File: config.mk
export PLATFORM = sky130hd
export DESIGN_NAME = stream_video_frame_sanitizer
export DESIGN_NICKNAME = d
export VERILOG_FILES = /design/src/rtl/stream_video_frame_sanitizer.sv
export SDC_FILE = /design/constraint.sdc
export NUM_CORES = 1
export LEC_CHECK = 0
export ABC_AREA = 1
export CORE_MARGIN = 5
export CORE_UTILIZATION = 25
export DETAILED_ROUTE_END_ITERATION = 7
export DONT_BUFFER_PORTS = 1
export PLACE_DENSITY = 0.48
export SETUP_SLACK_MARGIN = 0.3
export SLEW_MARGIN = 20
export SYNTH_ARGS = -nofsm -noshare
export SYNTH_HDL_FRONTEND = slang
export SYNTH_SLANG_ARGS = --single-unit
export TNS_END_PERCENT = 30
File: constraint.sdc
create_clock -name clk -period 1.65 [get_ports clk]
set_input_delay 0.165 -clock clk [delete_from_list [all_inputs] [get_ports clk]]
set_output_delay 0.165 -clock clk [all_outputs]
set_load 0.005 [all_outputs]
File: src/rtl/stream_video_frame_sanitizer.sv
// -----------------------------------------------------------------------------
// stream_video_frame_sanitizer
//
// Forces a 24-bit RGB AXI4-Stream video path into exact frame geometry before it
// reaches the convolution filter: IMG_HEIGHT lines of IMG_WIDTH pixels, tuser
// on pixel (0,0) and tlast on the last pixel of every line. Short lines and
// frames are padded with PAD_VALUE. Long lines are truncated. Data that
// arrives before a start of frame is discarded. Each anomaly sets a sticky
// flag in err_flags.
//
// Ports
//   clk, reset              clock; synchronous active-low reset
//   s_axis_video_*          input stream (tdata/tvalid/tready/tuser/tlast)
//   m_axis_video_*          output stream, driven from a single register slice
//   err_flags[3:0]          sticky: [0] short line, [1] long line,
//                           [2] early SOF, [3] discarded pre-SOF beat
//   err_clr                 synchronous clear of err_flags (wins over a set)
// -----------------------------------------------------------------------------
module stream_video_frame_sanitizer #(
  parameter int          IMG_WIDTH  = 64,
  parameter int          IMG_HEIGHT = 48,
  parameter logic [23:0] PAD_VALUE  = 24'h000000
) (
  input  logic        clk,
  input  logic        reset,
  input  logic [23:0] s_axis_video_tdata,
  input  logic        s_axis_video_tvalid,
  output logic        s_axis_video_tready,
  input  logic        s_axis_video_tuser,
  input  logic        s_axis_video_tlast,
  output logic [23:0] m_axis_video_tdata,
  output logic        m_axis_video_tvalid,
  input  logic        m_axis_video_tready,
  output logic        m_axis_video_tuser,
  output logic        m_axis_video_tlast,
  output logic [3:0]  err_flags,
  input  logic        err_clr
);

  localparam logic [15:0] LAST_COL = 16'(IMG_WIDTH - 1);
  localparam logic [15:0] LAST_ROW = 16'(IMG_HEIGHT - 1);

  typedef enum logic [2:0] {
    IDLE,       // waiting for a start-of-frame beat
    PASS,       // forwarding pixels of the current frame
    PAD_LINE,   // filling the rest of a short line
    PAD_FRAME,  // filling the rest of a frame cut short by an early SOF
    DROP        // discarding the tail of a long line
  } state_t;

  state_t      state_q, state_d;
  logic [15:0] col_q, row_q;

  logic        slot_free;
  logic        at_end_col;
  logic        at_end_frame;
  logic        take_pixel;   // accept the input beat as the next pixel
  logic        load;         // load a beat into the output slot this cycle
  logic [23:0] load_data;
  logic [3:0]  err_set;

  assign slot_free    = !m_axis_video_tvalid || m_axis_video_tready;
  assign at_end_col   = (col_q == LAST_COL);
  assign at_end_frame = at_end_col && (row_q == LAST_ROW);

  // NOTE: every output of this block gets a default before the case so that
  // no path leaves a signal unassigned, which would infer a latch.
  always_comb begin
    state_d             = state_q;
    s_axis_video_tready = 1'b0;
    take_pixel          = 1'b0;
    load                = 1'b0;
    load_data           = PAD_VALUE;
    err_set             = 4'b0000;

    case (state_q)
      IDLE: begin
        s_axis_video_tready = slot_free;
        if (s_axis_video_tvalid && slot_free) begin
          if (s_axis_video_tuser) take_pixel = 1'b1;
          else                    err_set[3] = 1'b1;
        end
      end

      PASS: begin
        // A mid-frame SOF is held on the input; it is taken later from IDLE.
        s_axis_video_tready = slot_free && !(s_axis_video_tvalid && s_axis_video_tuser);
        if (s_axis_video_tvalid && s_axis_video_tuser) begin
          err_set[2] = 1'b1;
          state_d    = PAD_FRAME;
        end else begin
          take_pixel = s_axis_video_tvalid && slot_free;
        end
      end

      PAD_LINE: begin
        if (slot_free) begin
          load = 1'b1;
          if (at_end_col) state_d = at_end_frame ? IDLE : PASS;
        end
      end

      PAD_FRAME: begin
        if (slot_free) begin
          load = 1'b1;
          if (at_end_frame) state_d = IDLE;
        end
      end

      DROP: begin
        s_axis_video_tready = !(s_axis_video_tvalid && s_axis_video_tuser);
        if (s_axis_video_tvalid) begin
          if (s_axis_video_tuser) begin
            err_set[2] = 1'b1;
            state_d    = PAD_FRAME;
          end else if (s_axis_video_tlast) begin
            state_d = PASS;
          end
        end
      end

      default: state_d = IDLE;
    endcase

    // Shared handling of an accepted pixel (SOF from IDLE or a PASS beat).
    // The output tlast always follows position, so a short line's final beat
    // goes out with tlast=0 and a long line is cut with tlast=1.
    if (take_pixel) begin
      load      = 1'b1;
      load_data = s_axis_video_tdata;
      if (s_axis_video_tlast && !at_end_col) begin
        err_set[0] = 1'b1;
        state_d    = PAD_LINE;
      end else if (!s_axis_video_tlast && at_end_col) begin
        err_set[1] = 1'b1;
        state_d    = at_end_frame ? IDLE : DROP;
      end else begin
        state_d    = at_end_frame ? IDLE : PASS;
      end
    end
  end

  // NOTE: sequential state uses non-blocking assignments only, and the reset
  // branch is sampled on the clock edge (synchronous, active-low).
  always_ff @(posedge clk) begin
    if (!reset) begin
      state_q             <= IDLE;
      col_q               <= '0;
      row_q               <= '0;
      m_axis_video_tvalid <= 1'b0;
      m_axis_video_tdata  <= '0;
      m_axis_video_tuser  <= 1'b0;
      m_axis_video_tlast  <= 1'b0;
      err_flags           <= '0;
    end else begin
      state_q <= state_d;

      // Payload only changes when the slot is free, so it stays stable
      // under backpressure.
      if (slot_free) begin
        m_axis_video_tvalid <= load;
        if (load) begin
          m_axis_video_tdata <= load_data;
          m_axis_video_tuser <= (row_q == '0) && (col_q == '0);
          m_axis_video_tlast <= at_end_col;
        end
      end

      if (load) begin
        if (at_end_col) begin
          col_q <= '0;
          row_q <= at_end_frame ? '0 : row_q + 16'd1;
        end else begin
          col_q <= col_q + 16'd1;
        end
      end

      if (err_clr) err_flags <= '0;
      else         err_flags <= err_flags | err_set;
    end
  end

endmodule

# Yosys cells after proc, flatten, opt, wreduce, memory -nomap -nowiden
# Cells that the tools add are included.
dict set report totals {
  regBits 66
  latch_bits 0
  mem_bits_rw 0
  mem_bits_ro 0
  in_bits 31
  output_inout_bits 32
  wordCells 81
  n_memories 0
}
dict set report classes {
  addsub 2
  n_mul 0
  n_div 0
  n_lt_le_gt_ge 0
  eq_ne 14
  n_shift 0
  mux 35
  bitwise_logic 2
  n_reduce_logical 20
}
# op n
set op_table {}
lappend op_table {{2-to-1 mux 3 bit} 12}
lappend op_table {{adder 16 x 1 -> 16 bit (second input constant)} 2}
lappend op_table {{== test 16 x 6 -> 1 bit (second input constant)} 2}
lappend op_table {{logical NOT 16 bit} 2}
lappend op_table {{2-to-1 mux 16 bit} 2}
lappend op_table {{2-to-1 mux 24 bit} 1}
lappend op_table {{!= test 3 bit (second input constant)} 6}
lappend op_table {{2-to-1 mux 1 bit} 15}
lappend op_table {{one-hot mux 3 bit (5 select lines)} 1}
lappend op_table {{AND reduction 8 bit} 1}
lappend op_table {{logical AND 1 bit} 7}
lappend op_table {{== test 3 x 2 -> 1 bit (second input constant)} 2}
lappend op_table {{logical NOT 1 bit} 4}
lappend op_table {{!= test 4 bit (second input constant)} 1}
lappend op_table {{OR 4 bit} 1}
lappend op_table {{one-hot mux 1 bit (2 select lines)} 2}
lappend op_table {{AND reduction 2 bit} 2}
lappend op_table {{OR reduction 2 bit} 2}
lappend op_table {{== test 3 x 1 -> 1 bit (second input constant)} 1}
lappend op_table {{== test 3 bit (second input constant)} 1}
lappend op_table {{logical NOT 3 bit} 1}
lappend op_table {{one-hot mux 1 bit (3 select lines)} 1}
lappend op_table {{2-to-1 mux 2 bit} 1}
lappend op_table {{!= test 2 bit (second input constant)} 1}
lappend op_table {{2 further kinds} 2}

# Logic depth before layout (Yosys ltp)
# Gate-level depths: netlist (run 1).
dict set report depth {
  depth_word 7
  ltp_mapped 13
  mapped_depth_nobuf 13
}

# Worst setup path after synthesis (run 1)
# No wires, ideal clock.
dict set report synth_path {
  path_type {flip-flop to flip-flop}
  from {register col_q[0]}
  to {register state_q[0]}
  setup_time_ns 0.113
  arrival_time_ns 1.446
  t_required_ns 1.537
  slack_ns 0.091
  stages_incl_launch_ff 12
  path_buffers 0
  synth_period_minus_slack_ns 1.559
  path_cell_list {dfxtp_1 ha_1 nand2_1 nor2_1 nand3_1 nor2_4 nand2_2 and2_1 nand2_1 nand2_1 nor2_1 nor2_1}
}
dict set report synth_between {
  elab_chain_cells 7
}
# element line_no
set synth_rtl {}
lappend synth_rtl {{start, declared} 52} ;# logic [15:0] col_q, row_q;
lappend synth_rtl {{start signal, assigned} 174} ;# col_q <= col_q + 16'd1;
lappend synth_rtl {{== test 16 x 6 -> 1 bit (*)} 63} ;# assign at_end_col = (col_q == LAST_COL);
lappend synth_rtl {{logical AND 1 bit} 64} ;# assign at_end_frame = at_end_col && (row_q == LAST_ROW);
lappend synth_rtl {{2-to-1 mux 1 bit} {99, 138}}
lappend synth_rtl {{2-to-1 mux 3 bit} 99} ;# if (at_end_col) state_d = at_end_frame ? IDLE : PASS;
lappend synth_rtl {{2-to-1 mux 3 bit} 97} ;# if (slot_free) begin
lappend synth_rtl {{one-hot mux 3 bit (5 select lines)} 76} ;# case (state_q)
lappend synth_rtl {{2-to-1 mux 3 bit} 128} ;# if (take_pixel) begin
lappend synth_rtl {{end signal, assigned} 156} ;# state_q <= state_d;
lappend synth_rtl {{end, declared} 51} ;# state_t state_q, state_d;
# Every way passes the cells marked *; elsewhere a longest branch is shown, timed or not. The select of a mux whose other input is x is not followed.
# A chain may end at the register's enable or synchronous reset.

# Worst setup path after layout (run 1)
dict set report layout_path {
  from {register state_q[1]}
  to {register row_q[7]}
}
dict set report layout_between {
  elab_chain_cells 5
}
# element line_no
set layout_rtl {}
lappend layout_rtl {{== test 3 x 2 -> 1 bit} 76}
lappend layout_rtl {{OR reduction 2 bit (no source line)} n/a}
lappend layout_rtl {{2-to-1 mux 1 bit} n/a}
lappend layout_rtl {{2-to-1 mux 1 bit (*)} 128}
lappend layout_rtl {{AND reduction 2 bit (no source line) (*)} n/a}
lappend layout_rtl {{end signal, assigned} 172} ;# row_q <= at_end_frame ? '0 : row_q + 16'd1;
lappend layout_rtl {{end, declared} 52}
# Every way passes the cells marked *; elsewhere a longest branch is shown, timed or not.

==> results of run 1 <==
-- flip-flops by register name, summed over array words and instances (netlist names) --
register / cells
col_q: 16
err_flags: 4
m_axis_video_tdata: 24
m_axis_video_tlast: 1
m_axis_video_tuser: 1
m_axis_video_tvalid: 1
row_q: 16
state_q: 3
-- how the worst max path moves through the flow --
stage,startpoint,slack (ns),endpoint
floorplan,col_q[1],0.16,state_q[0]
detailed placement,col_q[1],-0.004,row_q[7]
finish,state_q[1],0.07,row_q[7]
global placement,state_q[2],0.04,col_q[8]
global route,state_q[1],-0.03,m_axis_video_tdata[2]
CTS,col_q[0],0.06,row_q[7]
-- Yosys cell counts (2+ instances only) --
| master | n |
|---|---|
| buf_2 | 7 |
| nor3_1 | 10 |
| nand2_1 | 151 |
| nand2_2 | 4 |
| buf_6 | 3 |
| nor2_1 | 54 |
| or2_0 | 2 |
| inv_1 | 54 |
| inv_2 | 5 |
| clkbuf_1 | 5 |
| ha_1 | 4 |
| nor3b_1 | 4 |
| nand2_4 | 2 |
| nand3_1 | 36 |
| dfxtp_1 | 66 |
| nor2_4 | 4 |
| nand4_1 | 7 |
| xor2_1 | 11 |
| nor2_2 | 2 |
| o21a_1 | 4 |
| or2_2 | 2 |
| a21oi_1 | 58 |
| o21ai_0 | 9 |
-- through the flow --
stage,setup slack [ns],util (%),power [mW],TNS [ns],instances
after floorplan,0.157,-,2.70,0,512
after global placement,0.0399,28.3,3.00,0,696
after detailed placement,-0.00419,28.3,3.01,-0.00419,696
after CTS,0.0587,35.4,5.75,0,754
after global routing,-0.0349,37.1,6.25,-0.252,761
final,0.0703,37.1,5.94,0,761
-- layer usage --
metal	vias up	track usage (%)
met5	-	0
met4	0	5.36
met3	17	3.40
met2	61	20.7
met1	1587	14.5
li1	1762	-
-- final cells by class --
type,count,area [um^2]
Inverter,60,234
Tap cell,176,220
Multi-Input combinational cell,370,2040
Clock inverter,5,103
Clock buffer,11,233
Sequential cell,66,1330
Fill cell,1364,8360
Timing Repair Buffer,73,771
-- power breakdown --
group	internal [mW]	switching, mW
Clock	1.47	0.685
Sequential	1.74	0.123
Combinational	0.945	0.966
Total	4.16	1.77
-- kinds of logic (layout without fill, tap and decap cells) --
family	after synthesis	after routing
adders and majority gates	4	4
DFF	66	66
AOI/OAI and AO/OA	73	73
and+or+nand+nor	282	282
xor gates and xnor gates	11	11
buffers and inverters	76	149
-- repair_timing --
action / in CTS / in global routing
pin swaps: 20 / 16
hold endpoints to repair: 30 / 0
buffers inserted: 12 / 7
hold buffers: 26 / 0
cloned: 4 / 0
setup endpoints to repair: 64 / 64
gates resized for setup: 43 / 48
==> impl_metrics.py, run 1 <==
metrics = {
    "synthesis": {
        "synth_compound_area_share_pct": 11.1,
        "synth_top_area_share_pct": 38.8,
        "syn_inst": 512,
        "synth_largest_area_cell": "dfxtp_1",
        "synth_async_sr_flop_share_pct": 0,
        "syn_nets": 547,
        "synthMuxAreaShare_pct": 0,
        "synth-seq-cells": 66,
        "synth_top_flop_cell": "dfxtp_1",
        "ys_seq_area_share_pct": 38.8,
        "synth_cell_type_count": 31,
        "yosys.area_share.simple_pct": 36.5,
        "synth_xor_area_share_pct": 2.83,
        "avgSynthCellArea_um2": 6.65,
        "ys.warnings.count": 0,
        "synthAdderAreaFrac_pct": 1.47,
        "synth.cell_area_mm2": 0.00341,
        "yosys-top-cells-area": "dfxtp_1 39%, nand2_1 17%, a21oi_1 8.5%",
        "synth_top_family_by_area": "simple AND/OR/NAND/NOR gates",
        "synth-edff-count": 0,
    },
    "power_and_ir_drop": {
        "peakVddDrop_v": 0.000513,
        "p_leak_nw": 1.99,
        "power.density_mw_per_mm2": 1200,
    },
    "clock_network": {
        "cts.sinks": 66,
        "cts_buffers": 9,
        "cts_tree": "done",
        "cts-root-buf": "clkbuf_16",
        "cts_max_level": 3,
        "clk_pin_slew_ns": 0.05,
        "clockBufferDepth": 2,
        "clkLatencyLatePin_ns": 0.33,
    },
    "flow_run": {
        "max-cap-violations": 0,
    },
    "worst_setup_path": {
        "timing.rr.start": "state_q[1]",
        "cp_num_cells": 11,
        "cp_top_family": "simple AND/OR/NAND/NOR gates",
        "crit_buf_inv": 3,
        "slowest_delay_ns": 0.33,
        "r2r.worst_path.cells": 11,
        "startpoint_type": "flop",
        "end_kind": "flop",
        "crit_arrival_ns": 1.84,
        "required_ns": 1.91,
        "rrSetupSlack_ns": 0.07,
        "crit_type": "reg2reg",
        "worstReg2RegEnd": "row_q[7]",
        "crit_fanout": 7,
        "path_cells": "nor2_4 -> inv_4 -> nor2_4 -> nand2_2 -> nand2_2 -> inv_4 -> nand2_8 -> nand2_4 -> buf_6 -> or2_0 -> a21oi_1",
        "cp_slowest_cell": "dfxtp_2",
    },
    "min_path": {
        "holdPathStages": 2,
        "min_path_type": "in2reg",
        "holdPathEnd": "row_q[0]",
        "min_from": "reset",
    },
    "grt": {
        "grt_pass1_vias": 3383,
        "overflow": 0,
        "grt_max_degree": 22,
        "grt_pass1_wl_mm": 16.1,
        "antenna_found_initial": 0,
        "track_usage_pct": 12.3,
    },
    "placement": {
        "gp_congestion": 0.808,
        "io_buffers": 0,
        "postPlaceCellArea_mm2": 0.00376,
        "hpwl_mm": 6.50,
    },
    "drt": {
        "drt-met1-wl_mm": 4.29,
        "drt_iter0_markers": 172,
        "wl_met3_um": 444,
        "drc": 0,
        "drt_first_pass_iters": 4,
        "routedWlPerCell_um": 12.9,
        "avgViaCountPerCell": 4.50,
        "routed-wl-met2_mm": 4.84,
        "num_vias": 3427,
        "antenna_left": 0,
        "postRouteWirelength_mm": 9.81,
        "highest_layer": "met4",
    },
    "layout": {
        "drive_gt1_share_pct": 24.4,
        "num_antenna_cells": 0,
        "final_area_mm2": 0.00493,
        "layout_common_cells": "134 x nand2_1, 57 x dfxtp_1, 54 x a21oi_1, 51 x inv_1, 47 x nor2_1",
        "layout_commonest_cell": "nand2_1",
        "nNetsFinal": 615,
        "syn2layout_area_growth_pct": 44.8,
    },
    "die": {
        "die_h_um": 127,
        "start_util_pct": 25.6,
        "io_pins": 63,
        "dieArea_mm2": 0.0161,
        "core-area_mm2": 0.0133,
        "die_w_um": 127,
        "num_rows": 42,
    },
    "timing": {
        "fin_crit_ns": 1.58,
        "tightest_slew_ns": 0.392,
        "grt_setup_unrepaired": "yes",
        "setup_viol": 0,
        "clock.fmax_mhz": 633,
        "period_share_pct": 95.7,
        "fin_worst_skew_ns": 0.00605,
        "worst_hold_slack_ns": 0.0145,
        "slew_violations": 0,
        "slew_headroom_pct": 73.7,
        "hold_violations": 0,
    },
    "status": {
        "status": "finished, final reports clean",
    },
}
Power figures use the tool's default switching activity.
==> run 2: changes to the inputs <==
- CORE_MARGIN: 5 -> 10
- PLACE_DENSITY: 0.48 -> 0.46
- clock period: 1.65 -> 1.7 ns (I/O delays scaled with it)
==> run 2 against run 1 <==
Net effect: routed wire length rose by 2.1%; register-to-register slack barely moved; worst setup slack improved by 0.010 ns; clock power fell by 13%; global-route usage fell by 2.1 points; critical endpoint is now row_q[5]; largest power group unchanged.
==> impl_metrics.py, run 2 (synthesis gave the netlist of run 1 again) <==
metrics = {
    "clock_network": {
        "clkLatencyLatePin_ns": 0.33,
        "cts.sinks": 66,
        "cts_buffers": 9,
        "cts_max_level": 3,
        "clockBufferDepth": 2,
        "cts-root-buf": "clkbuf_16",
        "cts_tree": "done",
        "clk_pin_slew_ns": 0.06,
    },
    "worst_setup_path": {
        "startpoint_type": "flop",
        "cp_top_family": "simple AND/OR/NAND/NOR gates",
        "slowest_delay_ns": 0.36,
        "required_ns": 1.91,
        "crit_buf_inv": 3,
        "path_cells": "ha_4 -> nand2_2 -> nor2_4 -> nand3_2 -> nor2_4 -> buf_12 -> nand2_4 -> buf_4 -> buf_4 -> nand3_1 -> a21oi_1",
        "crit_arrival_ns": 1.83,
        "end_kind": "flop",
        "crit_type": "reg2reg",
        "crit_fanout": 5,
        "cp_slowest_cell": "dfxtp_4",
    },
    "drt": {
        "drt_iter0_markers": 158,
        "avgViaCountPerCell": 4.45,
        "drt_first_pass_iters": 4,
        "drc": 0,
        "antenna_left": 0,
        "routedWlPerCell_um": 13.2,
        "num_vias": 3378,
        "postRouteWirelength_mm": 10.0,
    },
    "placement": {
        "io_buffers": 0,
        "gp_congestion": 0.828,
        "dp.cells": 692,
        "hpwl_mm": 6.80,
        "postPlaceCellArea_mm2": 0.00374,
    },
    "grt": {
        "grt_max_degree": 31,
        "grt_pass1_vias": 3196,
        "overflow": 0,
        "grt_pass1_wl_mm": 15.4,
        "track_usage_pct": 10.2,
        "antenna_found_initial": 0,
    },
    "layout": {
        "syn2layout_area_growth_pct": 40.0,
        "num_antenna_cells": 0,
        "fin_cells": 759,
        "largest_register": "m_axis_video_tdata",
        "n_fill_cell": 1366,
        "nNetsFinal": 613,
        "postLayoutCoreUtil_pct": 35.9,
        "final_area_mm2": 0.00477,
        "largest_reg_flops": 24,
        "reg_top3": "m_axis_video_tdata: 24 flops, col_q: 16 flops, row_q: 16 flops",
        "layout_common_cells": "142 x nand2_1, 57 x dfxtp_1, 54 x a21oi_1, 50 x inv_1, 48 x nor2_1",
        "layout_commonest_cell": "nand2_1",
        "drive_gt1_share_pct": 21.4,
    },
    "status": {
        "status": "finished, final reports clean",
    },
    "min_path": {
        "min_path_type": "in2reg",
    },
    "die": {
        "core-area_mm2": 0.0133,
        "start_util_pct": 25.6,
        "num_rows": 42,
        "die_w_um": 137,
        "die_h_um": 137,
        "dieArea_mm2": 0.0187,
        "io_pins": 63,
    },
    "power_and_ir_drop": {
        "clkPwrFrac_pct": 34.9,
        "swShare_pct": 32.6,
        "combPwrFrac_pct": 31.3,
        "seq_power_share_pct": 33.8,
        "power.density_mw_per_mm2": 1130,
        "p_leak_nw": 1.91,
        "peakVddDrop_v": 0.000508,
        "p_switching_mw": 1.75,
        "power.internal_mw": 3.63,
    },
    "timing": {
        "hold_violations": 0,
        "slew_headroom_pct": 72.2,
        "fin_worst_skew_ns": 0.00715,
        "grt_setup_unrepaired": "yes",
        "fin_crit_ns": 1.62,
        "tightest_slew_ns": 0.414,
        "period_share_pct": 95.3,
        "clock.fmax_mhz": 617,
        "slew_violations": 0,
        "setup_viol": 0,
        "tns_ns": 0,
    },
    "flow_run": {
        "max-cap-violations": 0,
    },
}
## run 2: changes by cell type in the layout (fill, tap and decap cells not counted), sizes merged
cell,previous run,this run
clkinv,2,5
dlygate4sd3,26,25
nand2,157,158
bufinv,3,1
bufbuf,1,0
buf,46,44
clkinvlp,2,1
inv,58,60
clkbuf,11,10
## run 2: worst reg2reg max path, stage by stage (launching register included)
cell     delay (ns)
dfxtp_4        0.36
ha_4           0.14
nand2_2        0.07
nor2_4         0.10
nand3_2        0.10
nor2_4         0.12
buf_12         0.14
nand2_4        0.08
buf_4          0.14
buf_4          0.13
nand3_1        0.07
a21oi_1        0.06
## run 2: layout make-up
| cell class | count | area, um^2 | area share, % |
|---|---|---|---|
| clock buffer | 9 | 225 | 4.72 |
| clock inverter | 7 | 77.6 | 1.63 |
| inverter | 60 | 235 | 4.93 |
| multi-input combinational | 371 | 1950 | 40.9 |
| sequential | 66 | 1340 | 28.1 |
| tap | 176 | 220 | 4.62 |
| timing repair buffer | 70 | 719 | 15.1 |
## run 2: repair_timing
| item | 4_1_cts | 5_1_grt |
|---|---|---|
| endpoints found under the hold margin | 29 | 0 |
| gates resized for setup | 30 | 38 |
| hold buffers | 25 | 0 |
| pin swaps | 17 | 8 |
| endpoints found under the setup margin | 64 | 64 |
| gates cloned | 2 | 1 |
| setup buffers | 15 | 8 |
## run 2: final timing paths
check	slack, ns	end	cells past startpoint	start
min	0.0008	row_q[1]	2	reset
max reg2reg	0.08	row_q[5]	11	col_q[0]
max	0.08	row_q[5]	11	col_q[0]
min reg2reg	0.46	row_q[15]	2	row_q[15]
## run 2: layer usage
metal	part of all wire, %	vias up	global-route usage, %
met5	0	-	0
met4	1.3	0	3.91
met3	5.4	7	3.08
met2	49	59	16.7
met1	44	1556	12.1
li1	-	1756	-
## run 2: power by group through the flow
| stage | Combinational, mW | Clock [mW] | Sequential, mW |
|---|---|---|---|
| 2_1_floorplan | 0.810 | 0 | 1.81 |
| 3_3_place_gp | 1.08 | 0 | 1.85 |
| 3_5_place_dp | 1.09 | 0 | 1.85 |
| 4_1_cts | 1.42 | 1.93 | 1.83 |
| 5_1_grt | 1.84 | 1.99 | 1.84 |
| 6_report | 1.69 | 1.88 | 1.82 |
## run 2: per-stage QoR
step	setup slack [ns]	hold WS [ns]	total power, mW
after floorplan	0.207	0.317	2.62
after global placement	0.0599	0.297	2.93
after detailed placement	0.0114	0.299	2.94
after CTS	0.123	0.00792	5.17
after global routing	0.00304	0.00184	5.66
final	0.0805	0.000751	5.39
==> run 3: changes to the inputs <==
- SETUP_SLACK_MARGIN: 0.3 -> 0.2
==> run 3 against run 2 <==
Net effect: flip-flop and latch count unchanged; cell count decreased by 0.40%; global-route usage about the same; sequential power about the same; combinational power about the same; clock power about the same; power decreased by 0.19%; clock skew decreased by 0.0016 ns; non-clock buffer count decreased by 3; critical path type unchanged; critical endpoint is now col_q[12]; largest power group unchanged.
==> impl_metrics.py, run 3 (synthesis gave the netlist of run 1 again) <==
metrics = {
    "clock_network": {
        "cts_buffers": 9,
        "cts_tree": "done",
        "clockBufferDepth": 2,
        "cts_max_level": 3,
        "cts-root-buf": "clkbuf_16",
        "clk_pin_slew_ns": 0.06,
        "clkLatencyLatePin_ns": 0.33,
        "cts.sinks": 66,
    },
    "worst_setup_path": {
        "crit_arrival_ns": 1.86,
        "required_ns": 1.96,
        "crit_fanout": 4,
        "r2r.worst_path.cells": 7,
        "crit_type": "reg2reg",
        "rrSetupSlack_ns": 0.1,
        "worstReg2RegEnd": "col_q[12]",
        "timing.rr.start": "col_q[1]",
        "end_kind": "flop",
        "startpoint_type": "flop",
    },
    "min_path": {
        "holdPathStages": 2,
        "min_from": "reset",
        "min_path_type": "in2reg",
        "holdPathEnd": "row_q[13]",
    },
    "die": {
        "dieArea_mm2": 0.0187,
        "num_rows": 42,
        "io_pins": 63,
        "die_w_um": 137,
        "die_h_um": 137,
        "core-area_mm2": 0.0133,
        "start_util_pct": 25.6,
    },
    "grt": {
        "grt_pass1_vias": 3162,
        "antenna_found_initial": 0,
        "track_usage_pct": 10.1,
        "overflow": 0,
        "grt_max_degree": 30,
        "grt_pass1_wl_mm": 15.3,
    },
    "timing": {
        "slew_violations": 0,
        "clock.fmax_mhz": 623,
        "fin_worst_skew_ns": 0.00556,
        "slew_headroom_pct": 77.3,
        "period_share_pct": 94.4,
        "grt_setup_unrepaired": "yes",
        "hold_violations": 0,
        "tns_ns": 0,
        "fin_crit_ns": 1.60,
        "setup_viol": 0,
        "tightest_slew_ns": 0.338,
    },
    "power_and_ir_drop": {
        "seq_power_share_pct": 33.9,
        "combPwrFrac_pct": 30.9,
        "peakVddDrop_v": 0.000489,
        "power.internal_mw": 3.60,
        "p_switching_mw": 1.78,
        "clkPwrFrac_pct": 35.2,
        "p_leak_nw": 1.91,
        "power.density_mw_per_mm2": 1130,
        "swShare_pct": 33.1,
    },
    "flow_run": {
        "max-cap-violations": 0,
    },
    "drt": {
        "drc": 0,
        "postRouteWirelength_mm": 10.3,
        "antenna_left": 0,
        "avgViaCountPerCell": 4.45,
        "drt_iter0_markers": 174,
        "drt_first_pass_iters": 4,
        "routedWlPerCell_um": 13.6,
        "num_vias": 3361,
    },
    "layout": {
        "num_antenna_cells": 0,
        "nNetsFinal": 610,
        "largest_register": "m_axis_video_tdata",
        "drive_gt1_share_pct": 21.2,
        "layout_commonest_cell": "nand2_1",
        "largest_reg_flops": 24,
        "fin_cells": 756,
        "reg_top3": "m_axis_video_tdata: 24 flops, col_q: 16 flops, row_q: 16 flops",
        "syn2layout_area_growth_pct": 39.4,
        "layout_common_cells": "134 x nand2_1, 57 x a21oi_1, 57 x dfxtp_1, 53 x inv_1, 50 x nor2_1",
    },
    "status": {
        "status": "finished, final reports clean",
    },
    "placement": {
        "gp_congestion": 0.835,
        "io_buffers": 0,
        "dp.cells": 689,
        "hpwl_mm": 6.70,
    },
}
run 3: cell types whose count changed in the layout (fill, tap and decap cells not counted), moves of 3 or more:
cell / change
inv_2: -3
inv_1: +3
a21oi_1: +3
nand2_2: +4
buf_4: -4
buf_12: -3
o21ai_0: +4
nand2_1: -8
nand2_4: +4
run 3: worst max-delay path by stage:
stage	from	to	slack [ns]	cells past startpoint
4_1_cts	col_q[0]	state_q[0]	0.1	11
5_1_grt	state_q[2]	col_q[7]	0.003	11
3_3_place_gp	state_q[2]	m_axis_video_tlast	0.02	11
6_report	col_q[1]	col_q[12]	0.1	7
2_1_floorplan	row_q[0]	state_q[0]	0.20	11
3_5_place_dp	col_q[1]	row_q[9]	0.003	9
run 3: critical path: stages (launching register included):
cell and delay, ns:
dfxtp_4 0.36, ha_4 0.16, nand3_1 0.17, nor2_1 0.28, nand3_1 0.14, nor2_1 0.18
nand3_1 0.09, a21oi_1 0.16
run 3: what timing repair did:
item | in CTS | in global routing
gates resized for setup | 21 | 48
setup buffers | 9 | 11
gates cloned | 2 | 4
hold buffers | 25 | 0
pin swaps | 18 | 21
endpoints found under the setup margin | 62 | 63
hold endpoints to repair | 29 | 0
run 3: final cells by class:
class                   instances  area [um^2]
flip-flops and latches         66         1340
repair buffers                 67          689
fillers                      1361         8540
inverters                      60          239
multi-input cells             371         1960
clock buffers                   9          225
well taps                     176          220
clock inverters                 7         76.3
run 3: routing by layer:
layer	share of wire (%)	wire length (um)	GRT usage [%]	up-vias
met5	0	0	0	-
met4	1.5	158	4.73	0
met3	5.9	606	2.93	11
met2	49	5080	16.6	71
met1	43	4440	11.9	1524
li1	-	-	-	1755
run 3: power by group through the flow:
| stage | combinational, mW | clock, mW | sequential (mW) |
|---|---|---|---|
| floorplan | 0.809 | 0 | 1.81 |
| global placement | 1.08 | 0 | 1.85 |
| detailed placement | 1.08 | 0 | 1.85 |
| CTS | 1.22 | 1.94 | 1.82 |
| global route | 1.81 | 1.99 | 1.84 |
| finish | 1.66 | 1.90 | 1.82 |
run 3: metrics by stage:
step | cell area [um^2] | setup slack, ns | hold slack [ns] | util [%] | power, mW
after floorplan | 3430 | 0.200 | 0.317 | - | 2.62
after global placement | 3700 | 0.0202 | 0.297 | 27.9 | 2.93
after detailed placement | 3700 | 0.00292 | 0.300 | 27.9 | 2.94
after CTS | 4400 | 0.0993 | 0.00201 | 33.1 | 4.98
after global routing | 4750 | 0.00284 | 0.000269 | 35.7 | 5.65
final | 4750 | 0.0950 | 0.00299 | 35.7 | 5.38
